## src/rtl/gbsha_fir_pkg.sv

```systemverilog
// Shared sizing and rounding/saturation helpers for the gbsha FIR core.
// sat_round works in 64 bits, so accumulators up to 63 bits wide are covered.
package gbsha_fir_pkg;

    typedef struct packed {
        logic signed [63:0] val;
        logic               clip;
    } sat_res_t;

    // Accumulator wide enough that the sum of NTAPS full products never overflows.
    function automatic int acc_width(input int xw, input int cw, input int ntaps);
        int lg;
        lg = (ntaps > 1) ? $clog2(ntaps) : 1;
        return xw + cw + lg;
    endfunction

    // Unity gain coefficient (1 << shift), clipped to the positive coefficient range.
    function automatic int coef_unit(input int shift, input int cw);
        int mx;
        int one;
        mx  = (1 << (cw - 1)) - 1;
        one = 1 << shift;
        return (one > mx) ? mx : one;
    endfunction

    function automatic sat_res_t sat_round(input logic signed [63:0] acc,
                                           input int shift, input int yw);
        logic signed [63:0] r;
        logic signed [63:0] hi;
        logic signed [63:0] lo;
        sat_res_t           res;
        r = acc;
        if (shift > 0) begin
            r = r + (64'sd1 <<< (shift - 1));
        end
        r  = r >>> shift;
        hi = (64'sd1 <<< (yw - 1)) - 64'sd1;
        lo = -(64'sd1 <<< (yw - 1));
        res.val  = r;
        res.clip = 1'b0;
        if (r > hi) begin
            res.val  = hi;
            res.clip = 1'b1;
        end else if (r < lo) begin
            res.val  = lo;
            res.clip = 1'b1;
        end
        return res;
    endfunction

endpackage

```

## src/rtl/gbsha_fir_round_sat.sv

```systemverilog
// Combinational round-half-up, arithmetic shift and saturation of the accumulator.
module gbsha_fir_round_sat
    import gbsha_fir_pkg::*;
#(
    parameter int AW    = 8,
    parameter int SHIFT = 1,
    parameter int YW    = 2
) (
    input  logic signed [AW-1:0] i_acc,
    output logic signed [YW-1:0] o_y,
    output logic                 o_sat
);

    sat_res_t          w_res;
    logic [63-YW:0]    w_unused_hi;

    always_comb begin
        w_res = sat_round(64'(i_acc), SHIFT, YW);
    end

    // After clipping the upper bits are pure sign extension.
    assign {w_unused_hi, o_y} = w_res.val;
    assign o_sat              = w_res.clip;

endmodule

```

## src/rtl/gbsha_fir_core.sv

```systemverilog
// Streaming FIR: delay line, serially loaded coefficients, registered products,
// then accumulate/round/saturate into the output register (2-cycle latency).
module gbsha_fir_core
    import gbsha_fir_pkg::*;
#(
    parameter int XW    = 2,
    parameter int CW    = 4,
    parameter int NTAPS = 4,
    parameter int YW    = 2,
    parameter int SHIFT = 1
) (
    input  logic                 clk,
    input  logic                 rst,
    input  logic signed [XW-1:0] x_in,
    input  logic                 x_valid,
    input  logic                 clr,
    input  logic                 coef_we,
    input  logic signed [CW-1:0] coef_data,
    output logic signed [YW-1:0] y_out,
    output logic                 y_valid,
    output logic                 y_sat
);

    localparam int AW = acc_width(XW, CW, NTAPS);
    localparam int PW = XW + CW;
    localparam logic signed [CW-1:0] C0_RST = CW'(coef_unit(SHIFT, CW));

    logic signed [XW-1:0] w_d [NTAPS];
    logic signed [CW-1:0] w_c [NTAPS];
    logic signed [PW-1:0] w_p [NTAPS];
    logic signed [AW-1:0] w_acc;
    logic signed [YW-1:0] w_y;
    logic                 w_sat;

    logic                 r_dv;
    logic                 r_vb;
    logic signed [YW-1:0] r_y;
    logic                 r_y_valid;
    logic                 r_y_sat;

    for (genvar k = 0; k < NTAPS; k++) begin : g_tap
        localparam logic signed [CW-1:0] C_RST = (k == 0) ? C0_RST : '0;

        logic signed [XW-1:0] r_d;
        logic signed [CW-1:0] r_c;
        logic signed [PW-1:0] r_p;
        logic signed [XW-1:0] w_d_prev;
        logic signed [CW-1:0] w_c_next;

        if (k == 0) begin : g_d_head
            assign w_d_prev = x_in;
        end else begin : g_d_body
            assign w_d_prev = w_d[k-1];
        end

        // Coefficients enter at the top tap and walk down towards c[0].
        if (k == NTAPS - 1) begin : g_c_head
            assign w_c_next = coef_data;
        end else begin : g_c_body
            assign w_c_next = w_c[k+1];
        end

        always_ff @(posedge clk or posedge rst) begin
            if (rst) begin
                r_d <= '0;
            end else if (clr) begin
                r_d <= '0;
            end else if (x_valid) begin
                r_d <= w_d_prev;
            end
        end

        always_ff @(posedge clk or posedge rst) begin
            if (rst) begin
                r_c <= C_RST;
            end else if (coef_we) begin
                r_c <= w_c_next;
            end
        end

        always_ff @(posedge clk or posedge rst) begin
            if (rst) begin
                r_p <= '0;
            end else if (clr) begin
                r_p <= '0;
            end else begin
                r_p <= PW'(r_d) * PW'(r_c);
            end
        end

        assign w_d[k] = r_d;
        assign w_c[k] = r_c;
        assign w_p[k] = r_p;
    end

    always_comb begin
        w_acc = '0;
        for (int k = 0; k < NTAPS; k++) begin
            w_acc = w_acc + AW'(w_p[k]);
        end
    end

    gbsha_fir_round_sat #(
        .AW    (AW),
        .SHIFT (SHIFT),
        .YW    (YW)
    ) u_round_sat (
        .i_acc (w_acc),
        .o_y   (w_y),
        .o_sat (w_sat)
    );

    // r_dv tags the delay line, r_vb tags the product registers.
    always_ff @(posedge clk or posedge rst) begin
        if (rst) begin
            r_dv      <= 1'b0;
            r_vb      <= 1'b0;
            r_y       <= '0;
            r_y_valid <= 1'b0;
            r_y_sat   <= 1'b0;
        end else begin
            r_dv      <= x_valid & ~clr;
            r_vb      <= r_dv & ~clr;
            r_y_valid <= r_vb & ~clr;
            r_y_sat   <= r_vb & ~clr & w_sat;
            if (r_vb && !clr) begin
                r_y <= w_y;
            end
        end
    end

    assign y_out   = r_y;
    assign y_valid = r_y_valid;
    assign y_sat   = r_y_sat;

endmodule

```

## config.mk

```make
export PLATFORM = sky130hd
export DESIGN_NAME = gbsha_fir_core
export DESIGN_NICKNAME = d
export VERILOG_FILES = /design/src/rtl/gbsha_fir_pkg.sv /design/src/rtl/gbsha_fir_round_sat.sv /design/src/rtl/gbsha_fir_core.sv
export SDC_FILE = /design/constraint.sdc
export NUM_CORES = 1
export LEC_CHECK = 0
export ABC_AREA = 1
export CAP_MARGIN = 20
export CORE_MARGIN = 2
export CORE_UTILIZATION = 40
export DETAILED_ROUTE_END_ITERATION = 10
export HOLD_SLACK_MARGIN = 0.06
export PLACE_DENSITY = 0.54
export SLEW_MARGIN = 20
export SYNTH_ARGS = -nofsm -noshare
export SYNTH_HDL_FRONTEND = slang
export SYNTH_SLANG_ARGS = --single-unit
```

## constraint.sdc

```tcl
create_clock -name clk -period 4.1 [get_ports clk]
set_input_delay 1.23 -clock clk [delete_from_list [all_inputs] [get_ports clk]]
set_output_delay 1.23 -clock clk [all_outputs]
set_load 0.005 [all_outputs]
```

Word level (Yosys, flattened, before mapping)
Index checks and enable logic that the tools add are counted.

operators by class
  add/subtract/negate cells = 4
  $mul = 4
  order comparisons = 2
  muxes and demuxes = 14
  bitwise gates (word level) = 5
  reduce and logical (&&, ||, !) cells = 3

operator list
  kind                                                           number
  multiplier 2 x 4 -> 6 bit                                      4
  2-to-1 mux 6 bit                                               4
  2-to-1 mux 2 bit                                               8
  adder 8 x 2 -> 9 bit, second input constant                    1
  adder 7 x 6 -> 8 bit                                           1
  adder 8 x 6 -> 8 bit                                           1
  greater-than comparator 8 x 2 -> 1 bit, second input constant  1
  less-than comparator 8 x 2 -> 1 bit, second input constant     1
  adder 6 x 6 -> 7 bit                                           1
  2-to-1 mux 3 bit                                               2
  AND 1 bit                                                      4
  nonzero test 2 bit                                             1
  logical AND 1 bit                                              1
  zero test 1 bit                                                1
  NOT 1 bit                                                      1

storage, ports and cells
  bits in registers = 54
  output and inout bits = 4

Logic depth before layout (Yosys ltp)
Gate-level depths: netlist of the first run.

  depth in word-level cells = 8
  gate-level depth with buffers = 18
  gate-level depth less buffers = 18

Hierarchy
From an unflattened synthesis of the first run, not the netlist that was laid out.

unflattened totals
  cell total of the unflattened synthesis = 382
  area, all modules = 3365.7 µm²

modules (own cells, without submodules)
  module               instances  cells an instance  area each (µm²)  sequential area each (µm²)
  gbsha_fir_core       1          328                3128.0           1352.5
  gbsha_fir_round_sat  1          54                 237.7            0.0

Least setup slack after synthesis of the first run
OpenSTA, ideal clock, no wires.

  path kind = flip-flop to flip-flop
  start point = register g_tap[0].r_p[1]
  end point = register r_y[0], in the netlist y_out[0]
  library setup time = 124 ps
  arrival = 2685 ps
  path slack = 1291 ps
  stages on the path, launching flop included = 18
  period minus slack after synthesis = 2809 ps
  cell sequence = dfrtp_1 -> inv_1 -> fa_1 -> fa_1 -> inv_1 -> ha_1 -> inv_1 -> fa_1 -> inv_1 -> nand2_1 -> nand2_1 -> nand3_1 -> nand2_1 -> inv_1 -> nor2_1 -> nand3_1 -> a21oi_1 -> a21oi_1

between the ends
  longest elaborated chain between the ends = 7
  elaborated cells on any way between the ends = 8

RTL lines
  element                              line                   text
  start, declared                      gbsha_fir_core.sv:46   logic signed [PW-1:0] r_p;
  start signal, assigned               gbsha_fir_core.sv:87   r_p <= PW'(r_d) * PW'(r_c);
  adder 6 x 6 -> 7 bit (*)             gbsha_fir_core.sv:99   w_acc = w_acc + AW'(w_p[k]);
  adder 7 x 6 -> 8 bit (*)             gbsha_fir_core.sv:99
  adder 8 x 6 -> 8 bit (*)             gbsha_fir_core.sv:99
  adder 8 x 2 -> 9 bit (*)             gbsha_fir_pkg.sv:34    r = r + (64'sd1 <<< (shift - 1));
  less-than comparator 8 x 2 -> 1 bit  gbsha_fir_pkg.sv:44    end else if (r < lo) begin
  2-to-1 mux 3 bit                     gbsha_fir_pkg.sv:44
  2-to-1 mux 3 bit (*)                 gbsha_fir_pkg.sv:41    if (r > hi) begin
  end signal, assigned                 gbsha_fir_core.sv:127  r_y <= w_y;
  end, declared                        gbsha_fir_core.sv:37   logic signed [YW-1:0] r_y;

Every way passes the cells marked *; elsewhere a longest branch is shown, timed or not.
A chain may end at the register's enable or synchronous reset.

Final worst setup path of the first run
Ends and elaborated chain as after synthesis.

==> results of run 1 <==
==> per-layer routing <==
layer,vias up,global-route usage
met5,-,0
met4,0,0.03261
met3,2,0.02451
met2,12,0.2647
met1,1061,0.2126
li1,1218,-
==> flip-flops by register name (all words and copies together), names as in the netlist <==
signal and cells:
y_valid 1, y_sat 1, g_tap.r_c 4, g_tap.r_d 8
y_out 2, r_dv 1, g_tap.w_c_next 12, r_vb 1
g_tap.r_p 24
==> layout make-up <==
cell class                      instances  area share
Sequential cell                        54      0.3618
Inverter                               98     0.09839
Multi-Input combinational cell        229      0.4230
Tap cell                              105     0.03514
Clock buffer                            6     0.02209
Clock inverter                          2     0.01606
Timing Repair Buffer                   17     0.04351
==> cell usage in the layout, fill, tap and decap left out, drive strengths merged <==
cell type      synthesis  final
inv                   98     98
nand2                 63     63
dfrtp                 53     53
nor2                  36     36
a21oi                 32     32
ha                    29     29
o21ai                 23     23
fa                    20     20
clkdlybuf4s50          0     14
nand3                 13     13
clkbuf                 3      6
o22ai                  5      5
nor3                   4      4
buf                    2      3
nand4                  2      2
bufinv                 0      2
a21o                   1      1
a22o                   1      1
dfstp                  1      1
==> kinds of logic after synthesis <==
logic type      Yosys count  share of synthesized area
buf+inv                 103                     0.1168
simple gates            118                     0.1458
fa+ha+maj                49                     0.2298
compound gates           62                     0.1006
flops                    54                     0.4072
==> how the worst min path moves through the flow <==
stage          endpoint  slack [ns]  cells past startpoint
2_1_floorplan      r_vb        0.43                      2
3_3_place_gp       r_vb        0.44                      2
3_5_place_dp       r_vb        0.45                      2
4_1_cts            r_vb        0.48                      2
5_1_grt            r_vb        0.51                      2
6_report           r_vb        0.47                      2
==> power groups by stage <==
| stage | combinational [mW] | clock [mW] | sequential (mW) |
|---|---|---|---|
| 2_1_floorplan | 0.117 | 0 | 0.593 |
| 3_3_place_gp | 0.171 | 0 | 0.598 |
| 3_5_place_dp | 0.173 | 0 | 0.600 |
| 4_1_cts | 0.174 | 0.444 | 0.589 |
| 5_1_grt | 0.200 | 0.465 | 0.594 |
| 6_report | 0.169 | 0.433 | 0.588 |
==> per-stage QoR <==
step	instances	setup WS [ns]	instance area, um^2
2_1_floorplan	386	1.291	3322
3_3_place_gp	503	1.185	3596
3_5_place_dp	503	1.119	3596
4_1_cts	511	1.104	3739
5_1_grt	511	0.9048	3739
6_report	511	1.121	3739
==> worst register-to-register path, delay by kind of cell, from the launching register on <==
| kind | cells | cell delay, ns |
|---|---|---|
| buffers and inverters | 5 | 0.31 |
| AOI/OAI and AO/OA | 2 | 0.21 |
| and+or+nand+nor | 6 | 0.50 |
| DFF | 1 | 0.33 |
| adders and majority gates | 4 | 1.53 |
==> qor.csv, run 1 <==
metric,value,unit
ys_ff_latch,54,
switching_share,0.2485,
ys.flop_type,dfrtp_1,
fin_nets,465,
synth_top_area_frac,0.3992,
slowest_delay,0.56,ns
p_leak,2.061,nW
die_x,95.13,um
wl_per_cell,11.87,um
ctsHoldBuffers,0,
firstDrtPassIters,4,
worstReg2RegStart,g_tap[0].r_p[1],
wl_met1,2.982,mm
post_cts_resized,0,
yosys.area.top_type,dfrtp_1,
r2r-end,y_out[0],
synth.top_cells.by_area,"dfrtp_1 40%, fa_1 12%, ha_1 11%",
relSlewSlack,0.3903,
ys_types,22,
drive_gt1_frac,0.05172,
clock-sinks,54,
rsz0062_at_grt,false,
cp.arrival,3.17,ns
row_count,33,
crit_path_end_kind,flop,
synth-edff-count,0,
start_util,0.4084,
status,finished clean,
path_cells,"inv_1, fa_1, fa_1, inv_1, ha_1, inv_1, fa_1, inv_1, nand2_1, nand2_1, nand3_1, nand2_1, inv_1, nor2_1, nand3_1, a21oi_1, a21oi_1",
clk_path_buf_depth,2,
postSynth.asyncResetShare,1.000,
netlist_top_cells_count,"96 x inv_1, 59 x nand2_1, 53 x dfrtp_1",
multi_input_area,0.001582,mm^2
viasPerCell,4.487,
drt_wl_total,6.068,mm
yosysSeqAreaShare,0.4072,
cpMaxStageDelayCell,fa_1,
dieArea,0.009050,mm^2
vias,2293,
dr_wl_met2,2.962,mm
p_int,894.8,uW
power_density,318.5,mW/mm^2
grt.total_usage,0.1562,
finalHoldViolations,0,
cp_top_family,adder cells,
gp_congestion,0.7719,
r2r_cells,17,
grt.overflow.total,0,
antenna_left,0,
cap_violations,0,
ios,15,
core-area,0.008134,mm^2
dp_hpwl,4.971,mm
antenna_found_initial,0,
ys.warnings.count,0,
critPathBufInv,5,
cts_max_level,2,
tns,0,ns
cts_tree,built,
grt_max_degree,33,
cts-root-buf,clkbuf_8,
clkPwrFrac,0.364,
clock.fmax,0.3357,GHz
syn_avg_cell_area,8.606,um^2
wl_met3,93,um
cts_buffers,5,
cp_common_cell,inv_1,
fin_util,0.4596,
setup_viol,0,
syn_inst,386,
synth.net_count,446,
drtIter0Drc,52,
startpoint_type,flop,
period_minus_slack,2.979,ns
grt_pass1_vias,2279,
p_seq_frac,0.494,
die_h,95.13,um
diodes,0,
p_comb_frac,0.142,
drc,0,
finalClockSkew,0.002620,ns
cts_setup_buffers,0,
cp.required,4.29,ns
finalCritPeriodShare,0.7266,
grt_pass1_wl,10.91,mm
clkTransAtPathRegs,0.09,ns
ff2ff_setup_slack,1.12,ns
p_switching,295.8,uW
synth.most_common_cell,inv_1,
tightest_slew,0.9117,ns
hold-worst-slack,0.4727,ns
power,1.191,mW
highest_layer,met4,
port_buffers,14,
cp_max_fo,3,
seqCellArea,0.001353,mm^2
worstSetupStartpoint,g_tap[0].r_p[1],
crit_type,reg -> reg,
drv_slew,0,
nFillCells,776,
endpoint,y_out[0],
cp.depth,17,
hold_start,r_dv,
hold_path_class,reg -> reg,
syn_area,0.003322,mm^2
clock_latency,0.30,ns
syn_to_final_growth,12.54,%
irDropWorstVdd,178.3,uV
Power figures use the tool's default switching activity.
==> inputs of run 2 (changes only) <==
--- a/config.mk
+++ b/config.mk
@@ -11,7 +11,7 @@
 export CORE_UTILIZATION = 40
 export DETAILED_ROUTE_END_ITERATION = 10
 export HOLD_SLACK_MARGIN = 0.06
-export PLACE_DENSITY = 0.54
+export PLACE_DENSITY = 0.56
 export SLEW_MARGIN = 20
 export SYNTH_ARGS = -nofsm -noshare
 export SYNTH_HDL_FRONTEND = slang
==> constraint.sdc (replaced) <==
create_clock -name clk -period 2.6 [get_ports clk]
set_input_delay 0.78 -clock clk [delete_from_list [all_inputs] [get_ports clk]]
set_output_delay 0.78 -clock clk [all_outputs]
set_load 0.005 [all_outputs]
==> qor.csv, run 2 (same netlist as run 1, synthesis figures left out) <==
metric,value,unit
final_common_cell,inv_1,
clock_latency,0.30,ns
vias,2388,
status,"complete, but fails checks",
grt_pass1_wl,10.76,mm
gp_congestion,0.7771,
startpoint_type,flop,
finalCritPeriodShare,1.127,
post-place-ws,-0.3206,ns
relSlewSlack,0.6845,
r2r_cells,14,
ff2ff_setup_slack,-0.33,ns
clock-sinks,54,
dp_hpwl,4.835,mm
layout.cells.non_filler,521,
grt.overflow.total,0,
port_buffers,14,
grt_pass1_vias,2372,
antenna_left,0,
setup_viol,3,
endpoint,y_out[0],
cts-root-buf,clkbuf_8,
diodes,0,
r2r-end,y_out[0],
fin_nets,475,
cts_buffers,5,
dpl.cell_count,508,
p_seq_frac,0.513,
die_h,95.13,um
violations,setup timing,
clkPwrFrac,0.308,
p_leak,2.103,nW
drt_wl_total,6.324,mm
drv_slew,0,
largest_reg_flops,24,
start_util,0.4084,
finalHoldViolations,0,
p_comb_frac,0.179,
hold_path_class,reg -> reg,
period_minus_slack,2.929,ns
dieArea,0.009050,mm^2
finalClockSkew,0.01451,ns
clkTransAtPathRegs,0.10,ns
setup_slack,-0.3293,ns
cp.required,2.80,ns
die_x,95.13,um
syn_to_final_growth,17.85,%
irDropWorstVdd,362.9,uV
wl_per_cell,12.14,um
mostFrequentLayoutCells,"86 x inv_1, 55 x nand2_1, 53 x dfrtp_1",
ios,15,
top_register,g_tap.r_p,
grt_max_degree,35,
crit_type,reg -> reg,
worstSetupStartpoint,g_tap[2].r_p[1],
switching_share,0.2695,
p_switching,487.4,uW
rsz0062_at_grt,true,
worstReg2RegStart,g_tap[2].r_p[1],
drive_gt1_frac,0.1322,
firstDrtPassIters,4,
grt.total_usage,0.1540,
cts_max_level,2,
nFillCells,784,
cp.arrival,3.13,ns
drtIter0Drc,51,
crit_path_end_kind,flop,
cp_max_fo,2,
row_count,33,
viasPerCell,4.583,
clock.fmax,0.3414,GHz
hold_start,r_dv,
p_int,1.321,mW
cap_violations,0,
cts_tree,built,
antenna_found_initial,0,
core-area,0.008134,mm^2
clk_path_buf_depth,2,
tightest_slew,0.4726,ns
drc,0,
power_density,461.9,mW/mm^2
==> run 2: area by class of cell <==
cell class	instances	area, um^2	share of cell area
clock inverters	1	30.03	0.007670
clock buffers	7	76.32	0.01950
flip-flops and latches	54	1353	0.3455
well taps	105	131.4	0.03356
repair buffers	27	257.7	0.06584
multi-input cells	229	1699	0.4340
inverters	98	367.9	0.09396
==> run 2: power by group through the flow <==
stage                     Clock, mW  Combinational, mW  Sequential, mW
after floorplan                   0              0.185           0.935
after global placement            0              0.278           0.943
after detailed placement          0              0.282           0.944
after CTS                     0.568              0.297           0.927
after global routing          0.606              0.371           0.937
final                         0.557              0.324           0.928
==> run 2: how the worst min path moves through the flow <==
stage	end	slack, ns	cells past startpoint
2_1_floorplan	r_vb	0.43	2
3_3_place_gp	r_vb	0.45	2
3_5_place_dp	r_vb	0.47	2
4_1_cts	r_vb	0.48	2
5_1_grt	r_vb	0.50	2
6_report	r_vb	0.47	2
==> run 2: routing by layer <==
layer / wire length [um] / GRT usage / vias to the layer above / share of wire
li1: - / - / 1235 / -
met3: 106 / 0.02372 / 4 / 0.017
met2: 3105 / 0.2600 / 20 / 0.49
met1: 3041 / 0.2053 / 1129 / 0.48
met5: 0 / 0 / - / 0
met4: 71 / 0.04469 / 0 / 0.011
==> run 2: worst max-delay path, cell delays in order (launching register included) <==
cell	delay, ns
dfrtp_1	0.34
inv_2	0.04
fa_1	0.54
fa_1	0.42
inv_2	0.08
ha_4	0.13
inv_2	0.04
fa_2	0.54
inv_2	0.04
a21oi_2	0.09
nand3_1	0.08
nor2_1	0.12
nand3_1	0.12
a21oi_2	0.18
a21oi_2	0.07
==> run 2: what timing repair did <==
item / CTS / global route
endpoints found under the setup margin: 3 / 3
resized for setup: 10 / 21
pin swaps: 4 / 13
hold buffers: 0 / 0
buffers inserted: 1 / 4
==> run 2: metrics by stage <==
step                      utilization  instance area, um^2  power [mW]  TNS (ns)  hold slack, ns
after floorplan                     -                 3327       1.120   -0.2449          0.4340
after global placement         0.4489                 3651       1.222   -0.4393          0.4508
after detailed placement       0.4489                 3651       1.226   -0.5800          0.4651
after CTS                      0.4692                 3816       1.793   -0.4929          0.4830
after global routing           0.4813                 3915       1.913   -0.9490          0.4963
final                          0.4813                 3915       1.808   -0.6273          0.4745
==> inputs of run 3 (changes only) <==
--- a/config.mk
+++ b/config.mk
@@ -7,7 +7,6 @@
 export LEC_CHECK = 0
 export ABC_AREA = 1
 export CAP_MARGIN = 20
-export CORE_MARGIN = 2
 export CORE_UTILIZATION = 40
 export DETAILED_ROUTE_END_ITERATION = 10
 export HOLD_SLACK_MARGIN = 0.06
==> qor.csv, run 3 (same netlist as run 1, synthesis figures left out) <==
metric,value,unit
hold-worst-slack,0.4639,ns
tightest_slew,0.4166,ns
die_x,93.13,um
fin_util,0.4848,
start_util,0.4212,
highest_layer,met4,
p_leak,2.094,nW
clkTransAtPathRegs,0.09,ns
finalHoldViolations,0,
port_buffers,14,
clock-sinks,54,
crit_path_end_kind,flop,
wl_met1,2.952,mm
cp_top_family,adder cells,
die_h,93.13,um
core-area,0.007888,mm^2
violations,setup timing,
diodes,0,
largest_reg_flops,24,
crit_type,reg -> reg,
cp.arrival,3.06,ns
wl_met3,122,um
relSlewSlack,0.7219,
seqCellArea,0.001353,mm^2
cap_violations,0,
clk_path_buf_depth,2,
row_count,32,
drv_slew,0,
antenna_left,0,
dr_wl_met2,2.911,mm
top_register,g_tap.r_p,
setup_slack,-0.2531,ns
mostFrequentLayoutCells,"91 x inv_1, 56 x nand2_1, 53 x dfrtp_1",
startpoint_type,flop,
dp_hpwl,4.779,mm
syn_to_final_growth,15.10,%
cp_common_cell,inv_2,
finalClockSkew,0.008956,ns
firstDrtPassIters,4,
period_minus_slack,2.853,ns
cts_tree,built,
drt_wl_total,6.072,mm
hold_path_class,reg -> reg,
critPathBufInv,4,
post-place-ws,-0.3032,ns
vias,2371,
cp_max_fo,2,
power_density,443.7,mW/mm^2
viasPerCell,4.595,
ctsHoldBuffers,0,
finalCritPeriodShare,1.097,
final_common_cell,inv_1,
fin_nets,473,
rsz0062_at_grt,true,
grt_pass1_wl,11.07,mm
drtIter0Drc,92,
dieArea,0.008673,mm^2
grt.total_usage,0.1647,
setup_viol,2,
grt_pass1_vias,2403,
status,"complete, but fails checks",
irDropWorstVdd,291.3,uV
clock_latency,0.31,ns
ios,15,
power,1.697,mW
grt_max_degree,38,
wl_per_cell,11.77,um
slowest_delay,0.54,ns
tns,-0.4318,ns
gp_congestion,0.8226,
antenna_found_initial,0,
cpMaxStageDelayCell,fa_1,
cts_buffers,5,
drive_gt1_frac,0.1039,
path_cells,"inv_2, fa_1, fa_1, inv_1, ha_2, inv_2, fa_2, inv_2, a21oi_2, nand3_1, nor2_1, nand3_1, a21oi_1, a21oi_1",
multi_input_area,0.001649,mm^2
nFillCells,768,
cp.required,2.80,ns
cts_max_level,2,
cts-root-buf,clkbuf_8,
clock.fmax,0.3505,GHz
grt.overflow.total,0,
drc,0,
[run 3: cell count changes in the layout (fill, tap and decap cells not counted), moves of 2 or more]
cell / previous run / this run
inv_1: 86 / 91
inv_2: 12 / 7
a21oi_1: 26 / 29
a21oi_2: 5 / 2
buf_6: 2 / 0
ha_4: 5 / 3
nand3_2: 0 / 2
[run 3: final timing paths]
path	start	endpoint	slack, ns	depth (start not counted)
hold reg to reg	r_dv	r_vb	0.46	2
max in group asynchronous	rst	g_tap[3].r_p[5]	1.30	3
hold / removal	r_dv	r_vb	0.46	2
min in group asynchronous	rst	y_out[0]	0.77	2
setup reg to reg	g_tap[2].r_p[1]	y_out[0]	-0.25	14
setup / recovery	g_tap[2].r_p[1]	y_out[0]	-0.25	14
[run 3: layout make-up]
cell class | instances | area share
Clock buffer | 7 | 0.02258
Clock inverter | 1 | 0.001309
Inverter | 98 | 0.09620
Multi-Input combinational cell | 229 | 0.4313
Sequential cell | 54 | 0.3537
Tap cell | 102 | 0.03338
Timing Repair Buffer | 25 | 0.06152
[run 3: worst register-to-register path: cells and delay by family (launching register included)]
family,cells,cell delay (ns)
fa+ha+maj,4,1.64
flops,1,0.34
compound gates,3,0.30
simple gates,3,0.29
buf+inv,4,0.19
[run 3: timing repair]
action	in CTS	in global routing
setup buffers	1	3
endpoints found under the hold margin	0	0
endpoints found under the setup margin	3	3
gates resized for setup	9	6
pin swaps	2	2
[run 3: stage by stage]
stage                     cell area (um^2)  std cells
final                                 3824        516
after CTS                             3786        513
after global placement                3640        504
after floorplan                       3327        386
after detailed placement              3640        504
after global routing                  3824        516
[run 3: layer usage]
layer / up-vias / global-route usage
met1: 1104 / 0.2173
met3: 7 / 0.02927
met5: - / 0
met4: 0 / 0.05128
li1: 1237 / -
met2: 23 / 0.2751
[run 3: power breakdown]
group          internal, mW  switching [mW]  total (mW)
clock                 0.215           0.265       0.480
combinational         0.121           0.169       0.290
sequential            0.893          0.0336       0.926
